File: src/rtl/pc_fetch_ctrl_if.sv
// Instruction-memory fetch port: the fetch controller drives req/addr, memory answers with ack/rdata.
interface pc_fetch_ctrl_if;
    logic        imem_req;
    logic [31:0] imem_addr;
    logic        imem_ack;
    logic [31:0] imem_rdata;

    modport master (output imem_req, output imem_addr, input imem_ack, input imem_rdata);
    modport slave  (input imem_req, input imem_addr, output imem_ack, output imem_rdata);
endinterface

File: src/rtl/pc_fetch_ctrl.sv
// Program counter and fetch control for the rv32i core: next-PC select, imem fetch handshake,
// instret counting and halt on a misaligned taken target.
//
// state | meaning
// BOOT  | one idle cycle after reset
// FETCH | imem_req held with imem_addr=pc until imem_ack
// EXEC  | inst valid for decode, waiting for retire
// TRAP  | misaligned control transfer; frozen until rst
module pc_fetch_ctrl #(
    parameter logic [31:0] RESET_PC  = 32'h0000_0000,
    parameter int          INSTRET_W = 64
) (
    input  logic                 clk,
    input  logic                 rst,
    input  logic                 next_pc_src,
    input  logic [31:0]          alu_res,
    input  logic                 retire,
    pc_fetch_ctrl_if.master      imem,
    output logic [31:0]          inst,
    output logic                 inst_valid,
    output logic [31:0]          pc,
    output logic [31:0]          pc_plus4,
    output logic                 misaligned,
    output logic                 halted,
    output logic [INSTRET_W-1:0] instret
);

    localparam logic [31:0] NOP = 32'h0000_0013;

    typedef enum logic [1:0] {BOOT, FETCH, EXEC, TRAP} state_t;

    state_t      state;
    state_t      state_nxt;
    logic [31:0] target;
    logic        fetch_done;
    logic        commit;
    logic        fault;

    assign pc_plus4   = pc + 32'd4;
    // Bit 0 of a taken target is dropped (JALR); bit 1 is what faults.
    assign target     = next_pc_src ? {alu_res[31:1], 1'b0} : pc_plus4;
    assign fetch_done = (state == FETCH) && imem.imem_ack;
    assign commit     = (state == EXEC) && retire && !target[1];
    assign fault      = (state == EXEC) && retire &&  target[1];

    always_ff @(posedge clk) begin
        if (rst) begin
            state <= BOOT;
        end else begin
            state <= state_nxt;
        end
    end

    always_comb begin
        state_nxt = state;
        case (state)
            BOOT:    state_nxt = FETCH;
            FETCH:   if (fetch_done) state_nxt = EXEC;
            EXEC: begin
                if (commit)     state_nxt = FETCH;
                else if (fault) state_nxt = TRAP;
            end
            TRAP:    state_nxt = TRAP;
            default: state_nxt = BOOT;
        endcase
    end

    always_comb begin
        imem.imem_req  = (state == FETCH);
        imem.imem_addr = pc;
        inst_valid     = (state == EXEC);
        halted         = (state == TRAP);
    end

    always_ff @(posedge clk) begin
        if (rst) begin
            pc         <= RESET_PC;
            inst       <= NOP;
            misaligned <= 1'b0;
            instret    <= '0;
        end else begin
            if (fetch_done) begin
                inst <= imem.imem_rdata;
            end
            if (commit) begin
                pc      <= target;
                instret <= instret + INSTRET_W'(1);
            end
            if (fault) begin
                misaligned <= 1'b1;
            end
        end
    end

endmodule

File: src/flat_wrapper.sv
// flat-port wrapper written by rule: the top's interface ports become plain ports
module pc_fetch_ctrl_flat 
#(
    parameter logic [31:0] RESET_PC  = 32'h0000_0000,
    parameter int          INSTRET_W = 64
)
  (clk, rst, next_pc_src, alu_res, retire, inst, inst_valid, pc, pc_plus4, misaligned, halted, instret, imem_imem_req, imem_imem_addr, imem_imem_ack, imem_imem_rdata);
  pc_fetch_ctrl_if imem_i ();
  input  logic clk;
  input  logic rst;
  input  logic next_pc_src;
  input  logic [31:0] alu_res;
  input  logic retire;
  output logic [31:0] inst;
  output logic inst_valid;
  output logic [31:0] pc;
  output logic [31:0] pc_plus4;
  output logic misaligned;
  output logic halted;
  output logic [INSTRET_W-1:0] instret;
  output wire logic [$bits(imem_i.imem_req)-1:0] imem_imem_req;
  output wire logic [$bits(imem_i.imem_addr)-1:0] imem_imem_addr;
  input wire logic [$bits(imem_i.imem_ack)-1:0] imem_imem_ack;
  input wire logic [$bits(imem_i.imem_rdata)-1:0] imem_imem_rdata;
  assign imem_imem_req = imem_i.imem_req;
  assign imem_imem_addr = imem_i.imem_addr;
  assign imem_i.imem_ack = imem_imem_ack;
  assign imem_i.imem_rdata = imem_imem_rdata;
  pc_fetch_ctrl #(.RESET_PC(RESET_PC), .INSTRET_W(INSTRET_W)) u_core (.clk(clk), .rst(rst), .next_pc_src(next_pc_src), .alu_res(alu_res), .retire(retire), .imem(imem_i), .inst(inst), .inst_valid(inst_valid), .pc(pc), .pc_plus4(pc_plus4), .misaligned(misaligned), .halted(halted), .instret(instret));
endmodule
File: config.mk
export PLATFORM = sky130hd
export DESIGN_NAME = pc_fetch_ctrl_flat
export DESIGN_NICKNAME = d
export VERILOG_FILES = /design/src/rtl/pc_fetch_ctrl_if.sv /design/src/rtl/pc_fetch_ctrl.sv /design/src/flat_wrapper.sv
export SDC_FILE = /design/constraint.sdc
export NUM_CORES = 1
export LEC_CHECK = 0
export ABC_AREA = 1
export CAP_MARGIN = 20
export CORE_MARGIN = 2
export CORE_UTILIZATION = 30
export DETAILED_ROUTE_END_ITERATION = 8
export PLACE_DENSITY_LB_ADDON = 0.3
export SYNTH_ARGS = -nofsm -noshare
export SYNTH_HDL_FRONTEND = slang
export SYNTH_SLANG_ARGS = --single-unit
export TNS_END_PERCENT = 100
File: constraint.sdc
create_clock -name clk -period 1.85 [get_ports clk]
set_input_delay 0.185 -clock clk [delete_from_list [all_inputs] [get_ports clk]]
set_output_delay 0.185 -clock clk [all_outputs]
set_load 0.01 [all_outputs]
After elaboration in Yosys (flattened, before gate mapping). Index checks and enable logic that the tools add are counted.

Register bits: 131. Input bits: 69. Output and inout bits: 196.

$add $sub $neg: 2. Equality and inequality tests: 5. Multiplexer cells: 5. Reduce and logical (&&, ||, !) cells: 7.

Operator list (number): adder 64 x 1 -> 64 bit, second input constant (1); adder 32 x 3 -> 32 bit, second input constant (1); two-way mux 32 bit (1); case mux 2 bit (4 select lines) (1); two-way mux 2 bit (3); == test 2 bit, second input constant (2); logical AND 1 bit (4); inequality test 3 x 1 -> 1 bit, second input constant (1); == test 2 x 1 -> 1 bit, second input constant (1); logical NOT 2 bit (1); inequality test 2 x 1 -> 1 bit, second input constant (1); AND reduction 2 bit (1); logical NOT 1 bit (1).

Depth between registers and ports, before layout.
Word-level depth: 6. Gate-level depth with buffers: 12. Mapped depth without buffers: 11.

Least setup slack after synthesis. No wires, ideal clock.

Path kind: flip-flop to flip-flop. From: reg u_core.pc[2] (netlist: u_core.imem.imem_addr[2]). To: reg u_core.pc[18] (netlist: u_core.imem.imem_addr[18]). Data arrival time: 1.607 ns. Required time: 1.780 ns. Path slack: 0.173 ns. Stages on the path, launching flop included: 9. Clock period less this slack: 1.677 ns. Path through: dfxtp_1 ha_1 nand3_1 inv_1 nand2_2 nor3_4 xor2_1 nand2_1 a21oi_1.

Longest elaborated chain between the ends: 2.

RTL lines: from (decl) (line pc_fetch_ctrl.sv:21) `output logic [31:0] pc,`; from (signal assigned) (line pc_fetch_ctrl.sv:86) `pc <= target;`; adder 32 x 3 -> 32 bit (line pc_fetch_ctrl.sv:39) `assign pc_plus4 = pc + 32'd4;`; net pc_plus4[18] (line flat_wrapper.sv:17) `output logic [31:0] pc_plus4;`; two-way mux 32 bit (line pc_fetch_ctrl.sv:41) `assign target = next_pc_src ? {alu_res[31:1], 1'b0} : pc_plus4;`.

The timed path passes the listed nets, and every way through them passes these cells. A chain may end at the register's enable or synchronous reset.

Worst setup path after layout.
From: reg u_core.pc[2] (netlist: u_core.imem.imem_addr[2]). To: out pc_plus4[26].

Longest elaborated chain between the ends: 1.

RTL lines (line): adder 32 x 3 -> 32 bit (pc_fetch_ctrl.sv:39); to (decl) (flat_wrapper.sv:17).

No other way between the ends.

==> flow_metrics.tcl <==
set metrics [dict create \
    status "complete, but fails checks" \
    violations "setup timing" \
    path_class "reg -> out" \
    ys_ff_latch 130 \
    end_kind "primary output" \
    slew_violations 0 \
    synthCells 1178 \
    hold_path.startpoint "imem_imem_rdata[4]" \
    critical_path.startpoint "u_core.imem.imem_addr[2]$_SDFFE_PP0P_" \
    min_period_ns 2.12 \
    vdd_ir_drop_max_uv 478 \
    numCtsBuffers 17 \
    worstReg2RegStart "u_core.imem.imem_addr[2]$_SDFFE_PP0P_" \
    setup_viol 25 \
    yosys_warnings 0 \
    port_buffers 260 \
    gp_congestion 0.917 \
    worstSetupStartpointType "flip-flop" \
    die_w_um 162 \
    powerDensity_nw_per_um2 589 \
    die_h_um 162 \
    rsz0062_at_grt "yes" \
    hpwl_mm 20.8 \
    htreeDepth 4 \
    grt_pass1_wl_mm 44.2 \
    cts_sinks 130 \
    clk_pin_slew_ns 0.06 \
    area_growth_syn_to_layout_pct 67.3 \
    min_period_over_period_pct 115 \
    num_rows 57 \
    critical_path.max_fanout 4 \
    dieArea_um2 26200 \
    avgRoutedWirePerCell_um 14.8 \
    antenna_left 0 \
    fin_ws_ns -0.275 \
    wirelength_mm 28.2 \
    ys_seq_area_share_pct 34.8 \
    vias_per_cell 4.73 \
    initial_core_util_pct 30.6 \
    syn_area_per_cell_um2 6.34 \
    grt_util_all_layers_pct 21.1 \
    grt_pass1_vias 8679 \
    hold_viol_final 0 \
    finClkSkew_ns 0.0133 \
    drt_first_iter_violations 554 \
    p_leak_nw 5.20 \
    final_common_cell "nand2_1" \
    cts.path.max_buffers 2 \
    clk_latency_ns 0.42 \
    hold_path_class "in -> reg" \
    drcViolationCount 0 \
    cts_root_buf "clkbuf_16" \
    max_freq_mhz 471 \
    ios 265 \
    drv_cap 0 \
    grt_max_degree 58 \
    pre_cts_slack_ns -0.318 \
    syn_area_um2 7470 \
    tritoncts "built" \
    nNetsFinal 1640 \
    vias 9015 \
    antenna_found_initial 2 \
    coreArea_um2 24400 \
    drt-pass1-iter-count 7 \
    cp.required_ns 1.66 \
    ys_types 40 \
    final_cell_mix "255 x nand2_1, 229 x clkdlybuf4s50_1, 206 x nor2_1, 165 x buf_4, 109 x dfxtp_1" \
    utilization_pct 51.2 \
    arrival_ns 1.94 \
    drive_above_1_share_pct 23.4 \
    grt-ovfl-total 0 \
]
[cells in the mapped netlist]
| cell | number | share of area (%) |
|---|---|---|
| nor3b_1 | 1 | 0.10 |
| and2_1 | 7 | 0.59 |
| conb_1 | 1 | 0.050 |
| clkinv_2 | 1 | 0.067 |
| nand3_2 | 4 | 0.54 |
| xnor2_1 | 5 | 0.59 |
| buf_1 | 1 | 0.050 |
| nand3b_1 | 3 | 0.30 |
| nand2_1 | 271 | 14 |
| nor3_4 | 1 | 0.22 |
| nor3_1 | 23 | 1.5 |
| o21bai_1 | 2 | 0.20 |
| nor2_2 | 8 | 0.67 |
| or2_2 | 1 | 0.084 |
| nor3_2 | 1 | 0.13 |
| clkinv_1 | 2 | 0.10 |
| inv_2 | 3 | 0.15 |
| o21ai_0 | 76 | 5.1 |
| nor2_8 | 3 | 0.80 |
| inv_1 | 115 | 5.8 |
| nand4_1 | 34 | 2.8 |
| a31oi_1 | 2 | 0.17 |
| buf_4 | 36 | 3.6 |
| nor2_1 | 231 | 12 |
| nand3_4 | 2 | 0.47 |
| nand2_4 | 1 | 0.15 |
| and3_1 | 2 | 0.17 |
| buf_2 | 2 | 0.13 |
| nand3_1 | 62 | 4.2 |
| o21ai_1 | 4 | 0.27 |
| nor2_4 | 4 | 0.60 |
| nand2_2 | 2 | 0.17 |
| clkbuf_1 | 29 | 1.5 |
| o211ai_1 | 1 | 0.10 |
| o21a_1 | 4 | 0.40 |
| ha_1 | 2 | 0.33 |
| dfxtp_1 | 130 | 35 |
| a21oi_1 | 78 | 5.2 |
| o22ai_1 | 1 | 0.084 |
| xor2_1 | 22 | 2.6 |
[through the flow]
step	cells	setup TNS (ns)	hold slack, ns	power, mW	cell area (um2)
2_1_floorplan	1180	0	0.311	3.36	7480
3_3_place_gp	1833	-7.43	0.437	3.91	11100
3_5_place_dp	1833	-10.16	0.443	3.91	11100
4_1_cts	1900	-4.07	0.326	7.41	12200
5_1_grt	1907	-6.12	0.338	7.64	12500
6_report	1907	-3.52	0.341	7.36	12500
[cells by family (layout without fill, tap and decap cells)]
logic type | Yosys count | count (layout) | synth area share [%]
simple gates | 661 | 661 | 38.7
buf+inv | 189 | 590 | 11.4
compound gates | 168 | 168 | 11.5
flops | 130 | 130 | 34.8
xor+xnor | 27 | 27 | 3.16
fa+ha+maj | 2 | 2 | 0.335
other cells | 1 | 5 | 0.0502
[timing repair]
action | 4_1_cts | 5_1_grt
pin swaps | 25 | 38
hold buffers | 0 | 0
buffers inserted | 37 | 14
cloned | 0 | 0
endpoints found under the hold margin | 0 | 0
gates resized for setup | 164 | 101
endpoints found under the setup margin | 29 | 59
[layout make-up]
cell class | count | area, um2
fill | 2333 | 11900
multi-input combinational | 861 | 4470
timing repair buffer | 438 | 3920
sequential | 130 | 2640
clock buffer | 21 | 460
inverter | 121 | 458
tap | 324 | 405
clock inverter | 10 | 134
antenna | 2 | 5.00
[worst max-delay path, stage by stage, from the launching register on]
cell	delay, ns
dfxtp_4	0.36
ha_4	0.15
nand3_4	0.07
inv_2	0.07
nand2_4	0.09
nor3_4	0.21
buf_6	0.14
buf_6	0.11
nand3_4	0.06
and2_4	0.16
buf_6	0.11
[registers in the layout, summed over array words and instances (netlist names)]
register and count:
u_core.misaligned 1, u_core.state 2, u_core.imem.imem_addr 31, u_core.inst 32, u_core.instret 64
[final timing paths]
path         cells after the start                                endpoint  slack [ns]
max                             10                            pc_plus4[26]       -0.27
min                              3             u_core.inst[4]$_SDFFE_PP1P_        0.34
max reg2reg                     17  u_core.imem.imem_addr[26]$_SDFFE_PP0P_       -0.24
min reg2reg                      2             u_core.inst[4]$_SDFFE_PP1P_        0.46
[power by group]
group | switching, mW | internal (mW)
clock | 1.29 | 2.18
sequential | 0.0523 | 2.89
combinational | 0.440 | 0.512
[layer usage]
| layer | GRT usage, % | wire [um] | vias up |
|---|---|---|---|
| met5 | 0 | 0 | - |
| met4 | 7.48 | 578 | 0 |
| met3 | 5.46 | 2080 | 40 |
| met2 | 34.6 | 13300 | 325 |
| met1 | 26.7 | 12300 | 4140 |
| li1 | - | - | 4510 |
Note: power is estimated with default switching activity, not from simulation.
==> patch 1: new RTL, same settings <==
Re-encode `state_t` (4 states) as one-hot, 4 bits wide.
--- a/src/rtl/pc_fetch_ctrl.sv
+++ b/src/rtl/pc_fetch_ctrl.sv
@@ -27,7 +27,7 @@
 
     localparam logic [31:0] NOP = 32'h0000_0013;
 
-    typedef enum logic [1:0] {BOOT, FETCH, EXEC, TRAP} state_t;
+    typedef enum logic [3:0] {BOOT = 4'b0001, FETCH = 4'b0010, EXEC = 4'b0100, TRAP = 4'b1000} state_t;
 
     state_t      state;
     state_t      state_nxt;
Formal check against the unedited RTL: no difference found for any inputs over 10 cycles, from zero or initial values and one cycle with rst high; not proved beyond that.
==> patch 1 against the original RTL <==
  * The run still ends with setup timing left
  * Final cell count fell by 0.79%
  * Cell area fell by 1.9%
  * Utilization fell by 0.96 points
  * Wire length rose by 3.8%
  * Critical path depth shrank 1
  * Setup slack better by 0.10 ns
  * Synthesized cell count rose by 0.59%
  * Sequential share of layout area up 0.72 points
  * Hold slack worse by 0.057 ns
  * Area after synthesis about the same
  * Via count rose by 0.73%
  * Sequential cell count grew 2
Power is not compared: it rests on default switching activity, and its combinational part moved more than twofold at a synthesized area within 25%.
==> patch 1: results (changes against the original RTL) <==
vias: 9081  # was 9,015
worst_ep_arrival_time_ns: 1.84  # was 1.94 ns
nets: 1626  # was 1,640
antenna_found_initial: 0  # was 2
drive_gt1_share_pct: 22.8  # was 23.4%
slowest_stage: "dfxtp_2"  # was dfxtp_4
placedCellCount: 1827  # was 1,833
muxShareOfSynthArea_pct: 0  # unchanged
fin_ws_ns: -0.172  # was -0.275 ns
first_global_vias: 8189  # was 8,679
wire_per_inst_microns: 15.5  # was 14.8 microns
violations: "setup timing"  # unchanged
synth_commonest_cells: "nand2_1 (325), nor2_1 (199), dfxtp_1 (132)"  # was nand2_1 (271), nor2_1 (231), dfxtp_1 (130)
synth_cell_types: 35  # was 40
clkLatencyLatePin_ns: 0.44  # was 0.42 ns
run_status: "finished, violations left"  # unchanged
firstDrtPassIters: 5  # was 7
grtUsageTotal_pct: 21.4  # was 21.1%
drt_iter0_markers: 642  # was 554
ys_seq_area_share_pct: 35.4  # was 34.8%
setup_viol: 24  # was 25
syn_area_per_cell_sq_um: 6.30  # was 6.34 sq um
synth_compound_area_share_pct: 10.8  # was 11.5%
dp_hpwl_mm: 21.8  # was 20.8 mm
finalWeightedCongestion: 0.958  # was 0.917
fin_skew_ns: 0.0166  # was 0.0133 ns
crit_fanout: 5  # was 4
grt_pass1_wl_mm: 44.2  # about the same
ys_async_sr_fraction_pct: 0  # unchanged
wl_mm: 29.3  # was 28.2 mm
insertedDiodeCount: 0  # was 2
dpl_worst_slack_ns: -0.383  # was -0.318 ns
reg2regPathDepth: 13  # was 17
largest_register_ffs: 64  # unchanged
synth_xor_area_share_pct: 3.40  # was 3.16%
yosysTopAreaCellShare_pct: 35.4  # was 34.8%
min_path_cells: 4  # was 3
cellLeakagePower_nw: 4.92
patch 1: layout make-up:
class / count / area (sq um) / share of cell area (%)
Sequential cell: 132 / 2680 / 21.9
Clock buffer: 17 / 425 / 3.47
Clock inverter: 15 / 144 / 1.17
Timing Repair Buffer: 418 / 3740 / 30.5
Inverter: 121 / 457 / 3.72
Tap cell: 324 / 405 / 3.31
Multi-Input combinational cell: 865 / 4420 / 36.0
patch 1: final timing paths:
check	end	slack, ns
hold reg to reg	u_core.inst[31]	0.46
setup reg to reg	u_core.imem.imem_addr[24]	-0.05
setup / recovery	pc_plus4[20]	-0.17
hold / removal	u_core.imem.imem_addr[12]	0.28
patch 1: repair_timing:
action / 4_1_cts / 5_1_grt
pin swaps: 27 / 33
endpoints found under the setup margin: 33 / 64
setup buffers: 22 / 14
cloned: 0 / 0
endpoints found under the hold margin: 0 / 0
resized for setup: 163 / 102
patch 1: cell families (layout without fill, tap and decap cells):
family	after synthesis	in the layout
buffers and inverters	190	571
AO/OA/AOI/OAI	159	159
adder cells (fa/ha/maj)	2	2
flip-flops	132	132
AND/OR/NAND/NOR	672	672
XOR/XNOR	29	29
other	1	3
patch 1: worst min-delay path: stages:
cell and delay [ns]:
buf_2 0.09, inv_2 0.21, o21ai_0 0.15, a21oi_1 0.05
patch 1: through the flow:
stage	util (%)	instance area [sq um]
global route	50.3	12300
finish	50.3	12300
floorplan	-	7480
CTS	48.5	11800
detailed placement	45.2	11000
global placement	45.2	11000
patch 1: per-layer routing:
layer  share of wire (%)  up-vias  GRT usage [%]
met4                 3.4        0           8.37
met5                   0        -              0
li1                    -     4493              -
met3                 6.7       59           4.26
met2                  46      326           34.9
met1                  44     4203           27.8
patch 1: power groups by stage:
stage	Combinational [W]	Clock (W)	Sequential [W]
2_1_floorplan	0.000171	0	0.00297
3_3_place_gp	0.000453	0	0.00296
3_5_place_dp	0.000455	0	0.00296
4_1_cts	0.000459	0.00343	0.00289
5_1_grt	0.000498	0.00355	0.00289
6_report	0.000459	0.00337	0.00289
==> patch 2: new RTL, same flow settings <==
Without the edit above. `INSTRET_W` is set to 64 in 2 places; all go to 56.
--- a/src/rtl/pc_fetch_ctrl.sv
+++ b/src/rtl/pc_fetch_ctrl.sv
@@ -8,7 +8,7 @@
 // TRAP  | misaligned control transfer; frozen until rst
 module pc_fetch_ctrl #(
     parameter logic [31:0] RESET_PC  = 32'h0000_0000,
-    parameter int          INSTRET_W = 64
+    parameter int          INSTRET_W = 56
 ) (
     input  logic                 clk,
     input  logic                 rst,
--- a/src/flat_wrapper.sv
+++ b/src/flat_wrapper.sv
@@ -2,7 +2,7 @@
 module pc_fetch_ctrl_flat 
 #(
     parameter logic [31:0] RESET_PC  = 32'h0000_0000,
-    parameter int          INSTRET_W = 64
+    parameter int          INSTRET_W = 56
 )
   (clk, rst, next_pc_src, alu_res, retire, inst, inst_valid, pc, pc_plus4, misaligned, halted, instret, imem_imem_req, imem_imem_addr, imem_imem_ack, imem_imem_rdata);
   pc_fetch_ctrl_if imem_i ();
Interface: changed (resized instret); port bits go from 265 to 257. The function was not compared with the original's and may differ.
==> patch 2 against the original RTL <==
  * The flow still finishes with violations (setup timing)
  * Non-clock buffer count fell by 41
  * Setup slack improved by 0.055 ns
  * Sequential share of layout area rose by 0.42 points
  * Combinational power barely moved
  * Wire length fell by 5.7%
  * Via count fell by 8.7%
  * Sequential power fell by 6%
  * Count of clock-buffer cells in the layout rose by 4
  * Clock skew fell by 0.0047 ns
  * Total power fell by 4.8%
  * Sequential cell count fell by 8
  * Cell area fell by 8.4%
  * Die area fell by 6.6%
  * Area after synthesis fell by 6.8%
  * Critical path type unchanged
  * Largest power group unchanged
==> patch 2: results (changes against the original RTL) <==
port_buffers: 252  # was 260
grt_max_degree: 57  # was 58
hold_path.class: "input port to flip-flop"  # unchanged
firstDrtPassIters: 5  # was 7
ys_seq_area_share_pct: 35.1  # was 34.8%
drt_iter0_markers: 479  # was 554
p_sw_share_pct: 24.3  # about the same
cts_buffers: 17  # unchanged
placed_cell_area_sq_um: 10300  # was 11,100 sq um
synth_edf_count: 0  # unchanged
clk_path_buf_depth: 2  # unchanged
clk_pin_slew_ns: 0.05
synthTopCellsByArea: "dfxtp_1 (35%), nand2_1 (13%), nor2_1 (11%)"  # was dfxtp_1 (35%), nand2_1 (14%), nor2_1 (12%)
min_path_cells: 3  # unchanged
yosys_warnings: 0  # unchanged
grt_pass1_wl_mm: 40.5  # was 44.2 mm
synth_ff_type: "dfxtp_1"  # unchanged
setup_viol: 25  # unchanged
run_status: "finished, violations left"  # unchanged
fill_cells: 2238  # was 2,333
maxSlewHeadroom_pct: 66.4
synth_commonest_cells: "nand2_1 (240), nor2_1 (195), dfxtp_1 (122)"  # was nand2_1 (271), nor2_1 (231), dfxtp_1 (130)
first_global_vias: 7727  # was 8,679
grtUsageTotal_pct: 21.2  # was 21.1%
largest_register_ffs: 56  # was 64
worst_ep_arrival_time_ns: 1.88  # was 1.94 ns
finalWeightedCongestion: 0.895  # was 0.917
drive_gt1_share_pct: 21.6  # was 23.4%
dpl_worst_slack_ns: -0.358  # was -0.318 ns
crit_fanout: 4  # unchanged
cts_htree_levels: 4  # unchanged
clkLatencyLatePin_ns: 0.41
area_delta_synth_final_pct: 64.3  # was 67.3%
antenna_found_initial: 1  # was 2
wl_mm: 26.6  # was 28.2 mm
ys_async_sr_fraction_pct: 0  # unchanged
dp_hpwl_mm: 19.8  # was 20.8 mm
cellLeakagePower_nw: 4.76  # was 5.20 nW
violations: "setup timing"  # unchanged
nets: 1496  # was 1,640
synth_cell_types: 38  # was 40
hold_violations: 0  # unchanged
regMostFlops: "u_core.instret"  # unchanged
cts_root_buf: "clkbuf_16"  # unchanged
reg2regPathDepth: 12  # was 17
fin_ws_ns: -0.219  # was -0.275 ns
fin_skew_ns: 0.00854  # was 0.0133 ns
ir_drop_uv: 518  # was 478 uV
vias: 8232  # was 9,015
[patch 2: power groups by stage]
stage	Sequential, W	Clock, W	Combinational (W)
after CTS	0.00277	0.00336	0.000943
after detailed placement	0.00282	0	0.000938
final	0.00277	0.00329	0.000953
after floorplan	0.00287	0	0.000314
after global placement	0.00282	0	0.000931
after global routing	0.00278	0.00351	0.00102
[patch 2: final cells by class]
| type | instances | share of cell area [%] |
|---|---|---|
| multi-input cells | 777 | 35.3 |
| flip-flops and latches | 122 | 21.5 |
| inverters | 110 | 3.61 |
| repair buffers | 397 | 31.4 |
| well taps | 285 | 3.12 |
| clock inverters | 7 | 0.787 |
| diodes | 1 | 0.0219 |
| clock buffers | 25 | 4.24 |
[patch 2: stage by stage]
step / TNS [ns] / instances / hold slack, ns
3_3_place_gp: -8.42 / 1660 / 0.440
3_5_place_dp: -11.16 / 1660 / 0.441
2_1_floorplan: 0 / 1080 / 0.311
4_1_cts: -3.19 / 1710 / 0.342
6_report: -2.76 / 1724 / 0.361
5_1_grt: -5.25 / 1724 / 0.349
[patch 2: critical path, stage by stage (launching register included)]
cell and delay (ns):
dfxtp_4 0.36, buf_6 0.09, inv_2 0.04, nor2_4 0.15, buf_6 0.13, nand2_8 0.06
nor2_4 0.16, buf_6 0.12, nand2_4 0.04, xnor2_2 0.16, buf_2 0.15
[patch 2: final timing paths]
path | from | endpoint | slack, ns
worst max-delay path | u_core.imem.imem_addr[2] | pc_plus4[23] | -0.22
worst min-delay path | alu_res[3] | u_core.imem.imem_addr[3] | 0.36
worst max register to register | u_core.imem.imem_addr[2] | u_core.imem.imem_addr[23] | 0.11
worst min register to register | u_core.inst[1] | u_core.inst[1] | 0.45
[patch 2: logic make-up (layout without fill, tap and decap cells)]
kind of cell | count (synthesis) | count (layout) | share of synthesized area [%]
compound gates | 167 | 167 | 12.1
flops | 122 | 122 | 35.1
xor+xnor | 25 | 25 | 3.25
fa+ha+maj | 2 | 2 | 0.359
buf+inv | 181 | 539 | 12.1
other cells | 1 | 4 | 0.0538
simple gates | 580 | 580 | 37.0
[patch 2: metal layers]
layer | share of wire, % | global-route usage [%] | vias up
met2 | 49 | 37.0 | 309
met4 | 2.5 | 7.51 | 0
met1 | 43 | 25.8 | 3780
met5 | 0 | 0 | -
li1 | - | - | 4096
met3 | 5.7 | 4.29 | 47
[patch 2: timing repair]
| action | CTS | global route |
|---|---|---|
| pin swaps | 24 | 23 |
| setup endpoints to repair | 29 | 33 |
| resized for setup | 181 | 41 |
| setup buffers | 19 | 13 |
